`src/rtl/vga_timing_pkg.sv`:
```
// Shared VGA timing sets and helpers for the timing generator.
package vga_timing_pkg;

  // One axis of a video mode, in pixels (horizontal) or lines (vertical).
  typedef struct packed {
    int unsigned active;
    int unsigned fp;
    int unsigned sync;
    int unsigned bp;
  } axis_timing_t;

  // 640x480@60, 25 MHz pixel clock.
  localparam axis_timing_t VGA640_H = '{active: 640, fp: 16, sync: 96,  bp: 48};
  localparam axis_timing_t VGA640_V = '{active: 480, fp: 10, sync: 2,   bp: 33};

  // 800x600@60, 40 MHz pixel clock.
  localparam axis_timing_t VGA800_H = '{active: 800, fp: 40, sync: 128, bp: 88};
  localparam axis_timing_t VGA800_V = '{active: 600, fp: 1,  sync: 4,   bp: 23};

  // Full period of one axis: active + front porch + sync + back porch.
  function automatic int unsigned axis_total(input axis_timing_t t);
    return t.active + t.fp + t.sync + t.bp;
  endfunction

endpackage

```
`src/rtl/vga_axis_cnt.sv`:
```
// Wrapping position counter for one video axis with phase decode.
module vga_axis_cnt #(
  parameter int unsigned ACTIVE = 640,
  parameter int unsigned FP     = 16,
  parameter int unsigned SYNC   = 96,
  parameter int unsigned BP     = 48,
  parameter int unsigned CNT_W  = 10
) (
  input  logic             clock,
  input  logic             reset,
  input  logic             step,
  output logic [CNT_W-1:0] cnt,
  output logic             active_c,
  output logic             sync_c,
  output logic             first_c,
  output logic             last_active_c,
  output logic             last_c
);

  localparam int unsigned TOTAL = ACTIVE + FP + SYNC + BP;

  // Every boundary below TOTAL fits in CNT_W once the top-level range check holds.
  localparam logic [CNT_W-1:0] LAST_POS    = CNT_W'(TOTAL - 1);
  localparam logic [CNT_W-1:0] ACT_END     = CNT_W'(ACTIVE);
  localparam logic [CNT_W-1:0] ACT_LAST    = CNT_W'(ACTIVE - 1);
  localparam logic [CNT_W-1:0] SYNC_START  = CNT_W'(ACTIVE + FP);
  localparam logic [CNT_W-1:0] SYNC_END    = CNT_W'(ACTIVE + FP + SYNC);

  // Phase decode of the current position.
  always_comb begin
    active_c      = (cnt < ACT_END);
    sync_c        = (cnt >= SYNC_START) && (cnt < SYNC_END);
    first_c       = (cnt == '0);
    last_active_c = (cnt == ACT_LAST);
    last_c        = (cnt == LAST_POS);
  end

  // Position counter: advances on step, wraps after the back porch.
  always_ff @(posedge clock or posedge reset) begin
    if (reset) begin
      cnt <= '0;
    end else if (step) begin
      cnt <= last_c ? '0 : cnt + CNT_W'(1);
    end
  end

endmodule

```
`src/rtl/vga_timing_gen.sv`:
```
// VGA sync/position generator: two axis counters plus a registered output stage.
module vga_timing_gen
  import vga_timing_pkg::*;
#(
  parameter int unsigned H_ACTIVE = VGA640_H.active,
  parameter int unsigned H_FP     = VGA640_H.fp,
  parameter int unsigned H_SYNC   = VGA640_H.sync,
  parameter int unsigned H_BP     = VGA640_H.bp,
  parameter int unsigned V_ACTIVE = VGA640_V.active,
  parameter int unsigned V_FP     = VGA640_V.fp,
  parameter int unsigned V_SYNC   = VGA640_V.sync,
  parameter int unsigned V_BP     = VGA640_V.bp,
  parameter bit          HS_POL   = 1'b0,
  parameter bit          VS_POL   = 1'b0,
  parameter int unsigned CNT_W    = 10,
  parameter int unsigned FRAME_W  = 8
) (
  input  logic               clock,
  input  logic               reset,
  input  logic               pixel_en,
  output logic               hsync,
  output logic               vsync,
  output logic               de,
  output logic [CNT_W-1:0]   hcount,
  output logic [CNT_W-1:0]   vcount,
  output logic [CNT_W-1:0]   x,
  output logic [CNT_W-1:0]   y,
  output logic               sol,
  output logic               eol,
  output logic               sof,
  output logic               eof,
  output logic [FRAME_W-1:0] frame_cnt
);

  localparam axis_timing_t H_T = '{active: H_ACTIVE, fp: H_FP, sync: H_SYNC, bp: H_BP};
  localparam axis_timing_t V_T = '{active: V_ACTIVE, fp: V_FP, sync: V_SYNC, bp: V_BP};
  localparam int unsigned H_TOTAL = axis_total(H_T);
  localparam int unsigned V_TOTAL = axis_total(V_T);

  // Refuse configurations whose counters cannot hold a full period.
  if (H_ACTIVE == 0 || H_FP == 0 || H_SYNC == 0 || H_BP == 0 ||
      V_ACTIVE == 0 || V_FP == 0 || V_SYNC == 0 || V_BP == 0 ||
      64'(H_TOTAL) > (64'd1 << CNT_W) || 64'(V_TOTAL) > (64'd1 << CNT_W)) begin : g_bad_cfg
    $error("vga_timing_gen: zero timing parameter or total exceeds 2**CNT_W");
  end

  logic [CNT_W-1:0] hc;
  logic [CNT_W-1:0] vc;
  logic h_active_c, h_sync_c, h_first_c, h_last_active_c, h_last_c;
  logic v_active_c, v_sync_c, v_first_c, v_last_active_c, v_last_c;
  logic v_step_c;
  logic de_c;

  // Line advances once per enabled pixel at the end of each line.
  assign v_step_c = pixel_en & h_last_c;
  assign de_c     = h_active_c & v_active_c;

  vga_axis_cnt #(
    .ACTIVE (H_ACTIVE),
    .FP     (H_FP),
    .SYNC   (H_SYNC),
    .BP     (H_BP),
    .CNT_W  (CNT_W)
  ) u_h_cnt (
    .clock         (clock),
    .reset         (reset),
    .step          (pixel_en),
    .cnt           (hc),
    .active_c      (h_active_c),
    .sync_c        (h_sync_c),
    .first_c       (h_first_c),
    .last_active_c (h_last_active_c),
    .last_c        (h_last_c)
  );

  vga_axis_cnt #(
    .ACTIVE (V_ACTIVE),
    .FP     (V_FP),
    .SYNC   (V_SYNC),
    .BP     (V_BP),
    .CNT_W  (CNT_W)
  ) u_v_cnt (
    .clock         (clock),
    .reset         (reset),
    .step          (v_step_c),
    .cnt           (vc),
    .active_c      (v_active_c),
    .sync_c        (v_sync_c),
    .first_c       (v_first_c),
    .last_active_c (v_last_active_c),
    .last_c        (v_last_c)
  );

  // Level outputs: capture the pre-edge position decode on enabled edges, hold otherwise.
  always_ff @(posedge clock or posedge reset) begin
    if (reset) begin
      hcount <= '0;
      vcount <= '0;
      x      <= '0;
      y      <= '0;
      de     <= 1'b0;
      hsync  <= ~HS_POL;
      vsync  <= ~VS_POL;
    end else if (pixel_en) begin
      hcount <= hc;
      vcount <= vc;
      x      <= de_c ? hc : '0;
      y      <= de_c ? vc : '0;
      de     <= de_c;
      hsync  <= h_sync_c ? HS_POL : ~HS_POL;
      vsync  <= v_sync_c ? VS_POL : ~VS_POL;
    end
  end

  // Strobes: one clock wide, forced low on every disabled edge.
  always_ff @(posedge clock or posedge reset) begin
    if (reset) begin
      sol <= 1'b0;
      eol <= 1'b0;
      sof <= 1'b0;
      eof <= 1'b0;
    end else begin
      sol <= pixel_en & h_first_c;
      eol <= pixel_en & h_last_active_c;
      sof <= pixel_en & h_first_c & v_first_c;
      eof <= pixel_en & h_last_active_c & v_last_active_c;
    end
  end

  // Completed-frame counter, bumped as the last position of the frame is left.
  always_ff @(posedge clock or posedge reset) begin
    if (reset) begin
      frame_cnt <= '0;
    end else if (pixel_en && h_last_c && v_last_c) begin
      frame_cnt <= frame_cnt + FRAME_W'(1);
    end
  end

endmodule

```
`config.mk`:
```
export PLATFORM = sky130hd
export DESIGN_NAME = vga_timing_gen
export DESIGN_NICKNAME = d
export VERILOG_FILES = /design/src/rtl/vga_timing_pkg.sv /design/src/rtl/vga_axis_cnt.sv /design/src/rtl/vga_timing_gen.sv
export SDC_FILE = /design/constraint.sdc
export NUM_CORES = 1
export LEC_CHECK = 0
export BUFFER_PORTS_ARGS = -buffer_cell sky130_fd_sc_hd__buf_2
export CORE_ASPECT_RATIO = 0.9
export CORE_MARGIN = 1
export CORE_UTILIZATION = 50
export DETAILED_ROUTE_END_ITERATION = 8
export PLACE_DENSITY = 0.75
export SETUP_SLACK_MARGIN = 0.2
export SKIP_LAST_GASP = 1
export SLEW_MARGIN = 20
export SYNTH_ARGS = -nofsm -noshare
export SYNTH_HDL_FRONTEND = slang
export SYNTH_SLANG_ARGS = --single-unit
```
`constraint.sdc`:
```
create_clock -name clock -period 1.9 [get_ports clock]
set_input_delay 0 -clock clock [delete_from_list [all_inputs] [get_ports clock]]
set_output_delay 0 -clock clock [all_outputs]
set_load 0.02 [all_outputs]
```
# [After elaboration in Yosys (flattened, before gate mapping)]
# Cells that the tools add are included.
[op_classes] add_sub_neg=3 multipliers=0 div_mod_pow=0 magnitude_cmp=6 eq_ne=4 n_shift=0 muxes=6 n_bitwise=6 n_reduce_logical=6
[ops] op="10-bit 2-to-1 mux" count=4
[ops] op="10-bit equality test, second input constant" count=3
[ops] op="10-bit by 1-bit adder with 10-bit output, second input constant" count=2
[ops] op="10-bit zero test" count=2
[ops] op="10-bit < comparator, second input constant" count=2
[ops] op="10-bit by 9-bit < comparator with 1-bit output, second input constant" count=2
[ops] op="10-bit by 9-bit equality test with 1-bit output, second input constant" count=1
[ops] op="10-bit >= comparator, second input constant" count=1
[ops] op="10-bit by 9-bit >= comparator with 1-bit output, second input constant" count=1
[ops] op="8-bit by 1-bit adder with 8-bit output, second input constant" count=1
[ops] op="1-bit AND" count=6
[ops] op="1-bit logical AND" count=4
[ops] op="1-bit 2-to-1 mux" count=2
[word_totals] regBits=75 latch_bits=0 mem_bits_rw=0 romBits=0 output_inout_bits=55 word_cells=45 mem_count=0

# [Logic depth before layout (Yosys ltp)]
[depth] depth_word=3 depth_mapped=7 mapped_depth_nobuf=6

# [Modules after synthesis]
# From an unflattened synthesis, not the netlist that was laid out.
[unflattened] cells_unflattened=339 area_unflattened_um2=3360.7
[by_module_without_submodules] mod="vga_timing_gen" n_inst=1 cells_per_inst=201 area_each_um2=2128.3
[by_module_without_submodules] mod="vga_axis_cnt (u_v_cnt)" n_inst=1 cells_per_inst=70 area_each_um2=631.9
[by_module_without_submodules] mod="vga_axis_cnt (u_h_cnt)" n_inst=1 cells_per_inst=68 area_each_um2=600.6

# [Least setup slack after synthesis]
# Ideal clock, no wire load.
[synth_timing] path_type="reg2reg" startpoint="register u_h_cnt.cnt[0]" endpoint="register frame_cnt[1]" arrival_time_ps=1532 setup_slack_ps=243 path_stages_with_launch=6 period_less_slack_ps=1657 path_cell_list="dfrtp_1 -> ha_1 -> and4b_1 -> nand3_2 -> nor2_1 -> mux2_2"
[synth_between] elab_chain_cells=3
[synth_lines] item="from (decl)" line_no="vga_axis_cnt.sv:12" source="output logic [CNT_W-1:0] cnt,"
[synth_lines] item="from (signal assigned)" line_no="vga_axis_cnt.sv:43" source="cnt <= last_c ? '0 : cnt + CNT_W'(1);"
[synth_lines] item="10-bit equality test" line_no="vga_axis_cnt.sv:35" source="last_c = (cnt == LAST_POS);"
[synth_lines] item="1-bit logical AND (2 in a row)" line_no="vga_timing_gen.sv:134" source="end else if (pixel_en && h_last_c && v_last_c) begin"
[synth_lines] item="to (signal assigned)" line_no="vga_timing_gen.sv:135" source="frame_cnt <= frame_cnt + FRAME_W'(1);"
[synth_lines] item="to (decl)" line_no="vga_timing_gen.sv:32" source="output logic [FRAME_W-1:0] frame_cnt"
# No other way between the ends.
# A chain may end at the register's enable or synchronous reset.

# [Worst setup path in the final report]
[layout_timing] startpoint="register u_h_cnt.cnt[0]" endpoint="register u_h_cnt.cnt[6]"
[layout_between] elab_chain_cells=2 elab_cells_between_ends=3 classes_between="add/sub (1); eq/ne (1); mux (1)"
[layout_lines] item="10-bit by 1-bit adder with 10-bit output / 10-bit equality test (equally long branches)" line_no="vga_axis_cnt.sv:43, vga_axis_cnt.sv:35"
[layout_lines] item="10-bit 2-to-1 mux (*)" line_no="vga_axis_cnt.sv:43"
# Every way passes the cells marked *; elsewhere a longest branch is shown, timed or not.

==> flow_summary.rst <==
.. list-table::
   :header-rows: 1

   * - Metric
     - Value
   * - Worst slew pin tran
     - 0.554 ns
   * - HPWL after detailed placement
     - 5.00 mm
   * - Aggregate routed wire length
     - 7.37 mm
   * - First-pass GRT wire length
     - 12.0 mm
   * - Unique masters post-synth
     - 46
   * - Die extent in x
     - 88.4 µm
   * - Via count
     - ~2700
   * - Number of enable flip-flop cells after synthesis
     - 0
   * - Nature of the critical path startpoint
     - flop
   * - Clock tree from TritonCTS
     - yes
   * - Total nets after synthesis
     - between 300 and 400
   * - Clock buffer depth
     - 2
   * - Worst min path class
     - input port to flop
   * - Max-cap viol count
     - 0
   * - Via count of the first global-routing pass
     - 2532
   * - Average via count per standard cell
     - 5.34
   * - Complex-gate fraction of the synthesized area
     - 9.72%
   * - Worst hold margin
     - 0.167 ns
   * - Cell count after placement
     - 464
   * - Unrepaired setup endpoints after global routing
     - yes
   * - Cell Pwr Density
     - between 1000 and 1500 nW/µm²
   * - Simple-gate portion of the synthesized area
     - roughly 19%
   * - Flops & latches, synth
     - 75
   * - Peak supply drop
     - 0.590 mV
   * - Worst slew margin relative to its limit
     - 63.0%
   * - Clock sink count
     - 75
   * - Number of antenna violations at the first check in global routing
     - 0
   * - Post-detailed-route count of antenna-violating nets
     - 0
   * - Final number of max-transition violations
     - 0
   * - Drt first pass iters
     - 4
   * - Kind of critical path
     - flop to flop
   * - Cells after synthesis
     - 324
   * - Maximum number of pins on one net before global-route repair
     - 75
   * - Highest-delay cell along the critical path
     - dfrtp_1
   * - Number of top-level design ports
     - slightly below 60
   * - Required time of the worst setup path
     - 2.14 ns
   * - Clock slew at the register clock pins of the worst setup and hold paths
     - 0.08 ns
   * - Final core utilization
     - about two thirds
   * - Post-synthesis instance area
     - 3360 µm²
   * - Initial Utilization
     - approximately 53%
   * - Number of CTS-inserted buffers
     - 9
   * - CTS root buffer
     - clkbuf_8
   * - Mux contribution to synthesized area
     - roughly 1.3%
   * - Die Height
     - 79.7 µm
   * - Count of yosys warnings during synthesis
     - 0
   * - Arrival @ worst endpoint
     - 1.92 ns
   * - Per-cell routed wire length
     - approximately 15 µm
   * - Post-synthesis adder-cell area fraction
     - 1.86%
   * - Count of unresolved DRC violations after routing
     - 0
   * - Die Area
     - 7050 µm²
   * - Fraction of layout instances using a drive strength above 1
     - between 30% and 40%
   * - Prevailing post-synth register cell
     - dfrtp_1
   * - Setup TNS after final layout
     - 0 ns
   * - Iter 0 DRT Violations
     - 154
   * - Main combinational cell family by area after synthesis
     - simple AND/OR/NAND/NOR gates
   * - Sequential-to-total area share from yosys stat
     - between 50% and 60%
   * - Period Utilization, post-route
     - between 80% and 90%
   * - GPL Wtd Cong
     - 0.867
   * - Total count of hold-check failures in the final report
     - 0
   * - Number of buffer and inverter stages on the critical path
     - 2
   * - Number of standard-cell rows in the floorplan
     - 27
   * - Run status
     - finished clean
   * - Number of non-filler instances in the completed layout
     - 498
   * - Worst skew pair latency
     - around 0.35 ns
   * - Post-layout instance area
     - approximately 4300 µm²
   * - Crit path cell chain
     - ha_1, buf_4, nand4b_1, buf_4, nor3_4, o21ai_1, a22o_1
   * - Critical Path Fanout Max
     - 4
   * - Largest stage delay on the critical path
     - 0.39 ns
   * - Post-Syn Area per Cell
     - 10.4 µm²
   * - DP Area
     - 3810 µm²
   * - Minimum period implied by the final worst setup slack
     - 1.68 ns
   * - Share of flip-flops with an asynchronous set or reset after synthesis
     - 100%
   * - Fill cells
     - 482
   * - CTS H-tree lvls
     - 3
   * - Area of the placeable core
     - 6280 µm²
   * - Total Nets Final
     - 414
   * - Standby leakage power
     - 2.14 nW
   * - Growth of design area from synthesis to finish
     - 27.1%
   * - Count of input and output buffers
     - 57
   * - Total congestion overflow after global routing
     - 0
   * - Kind of end point of the critical path
     - flop
   * - Global routing usage summed across all routing layers
     - 22.7%
   * - Largest clock skew in the final design
     - 0.00648 ns
   * - Leading cell type in the layout, fill and taps excluded
     - dfrtp_1
   * - Antenna cell count
     - 0
   * - Most frequent cells in the layout
     - dfrtp_1 (71), buf_2 (57), inv_1 (46), o21ai_0 (29), nand2_1 (28)
   * - Library cell appearing most often on the critical path
     - buf_4
   * - Family of cells with the greatest summed delay on the critical path
     - flip-flops
   * - Total setup violations reported at the end of the flow
     - 0
   * - Max Clk Rate
     - between 500 and 600 MHz
   * - XOR/XNOR share of the synthesized area
     - about 4.4%
layer usage:
layer	global-route usage (%)	vias to the layer above	routed length, µm
met3	7.24	12	399
li1	-	1260	-
met5	0	-	0
met4	6.77	0	110
met1	29.8	1299	3330
met2	35.9	88	3540
state kept, by name, summed over array words and instances, names as in the netlist, 8 cells and up:
signal       flops
x               10
u_h_cnt.cnt     10
hcount          10
y               10
vcount          10
frame_cnt        8
u_v_cnt.cnt     10
cells in the mapped netlist, types with 2 or more instances:
cell | number | area, µm²
a21oi_1 | 2 | 10.0
and3_1 | 3 | 18.8
and4_1 | 2 | 17.5
buf_1 | 3 | 11.3
buf_2 | 3 | 15.0
buf_6 | 3 | 33.8
clkbuf_1 | 8 | 30.0
dfrtp_1 | 73 | 1830
dfstp_2 | 2 | 52.6
ha_1 | 5 | 62.6
inv_1 | 47 | 176
mux2_2 | 3 | 33.8
nand2_1 | 28 | 105
nand3_1 | 12 | 60.1
nand3_2 | 2 | 20.0
nand3b_1 | 3 | 22.5
nand4_1 | 9 | 56.3
nor2_1 | 12 | 45.0
nor2b_1 | 3 | 18.8
nor3_1 | 7 | 35.0
nor3_2 | 2 | 20.0
nor4_1 | 3 | 18.8
nor4_4 | 4 | 85.1
o21ai_0 | 29 | 145
o22ai_1 | 20 | 125
xnor2_1 | 7 | 61.3
xor2_1 | 10 | 87.6
through the flow:
step	worst slack [ns]	total power [mW]
4_1_cts	0.219	4.38
3_3_place_gp	0.0934	2.67
5_1_grt	0.118	4.56
6_report	0.220	4.37
2_1_floorplan	0.243	2.44
3_5_place_dp	0.0322	2.70
worst register-to-register path, stage by stage, from the launching register on:
cell	delay (ns)
dfrtp_1	0.39
ha_1	0.18
buf_4	0.13
nand4b_1	0.13
buf_4	0.18
nor3_4	0.21
o21ai_1	0.11
a22o_1	0.25
cell families (layout without fill, tap and decap cells):
logic type / count (synthesis) / after routing
AOI/OAI and AO/OA: 57 / 57
buffers and inverters: 65 / 152
DFF: 75 / 75
adders and majority gates: 5 / 5
xor gates and xnor gates: 17 / 17
and+or+nand+nor: 101 / 101
muxes: 4 / 4
worst paths after layout:
check	cells past startpoint	from	slack [ns]	end
max	7	u_h_cnt.cnt[0]$_DFFE_PP0P_	0.22	u_h_cnt.cnt[6]$_DFFE_PP0P_
min	3	pixel_en	0.17	hsync$_DFFE_PP1P_
max reg2reg	7	u_h_cnt.cnt[0]$_DFFE_PP0P_	0.22	u_h_cnt.cnt[6]$_DFFE_PP0P_
min reg2reg	1	frame_cnt[7]$_DFFE_PP0P_	0.46	frame_cnt[7]$_DFFE_PP0P_
max in group asynchronous	4	reset	1.04	vcount[8]$_DFFE_PP0P_
min in group asynchronous	3	reset	0.24	hcount[4]$_DFFE_PP0P_
final cells by class:
type / count / area, µm² / share of cell area (%)
timing repair buffer: 89 / 578 / 13.5
clock buffer: 10 / 128 / 2.99
clock inverter: 6 / 136 / 3.19
sequential: 75 / 1880 / 44.1
inverter: 47 / 180 / 4.22
multi-input combinational: 184 / 1260 / 29.4
tap: 87 / 109 / 2.55
repair_timing:
| item | CTS | global route |
|---|---|---|
| endpoints found under the setup margin | 16 | 12 |
| endpoints found under the hold margin | 22 | 0 |
| setup buffers | 9 | 8 |
| gates resized for setup | 8 | 3 |
| pin swaps | 1 | 5 |
| hold buffers | 1 | 0 |
power by group:
group / internal [mW] / leakage (nW) / switching (mW)
registers: 1.76 / 0.967 / 0.131
clock network: 1.01 / 0.127 / 0.586
logic: 0.329 / 1.05 / 0.545
total: 3.10 / 2.14 / 1.26
No activity file was read; power rests on OpenSTA's default activity.
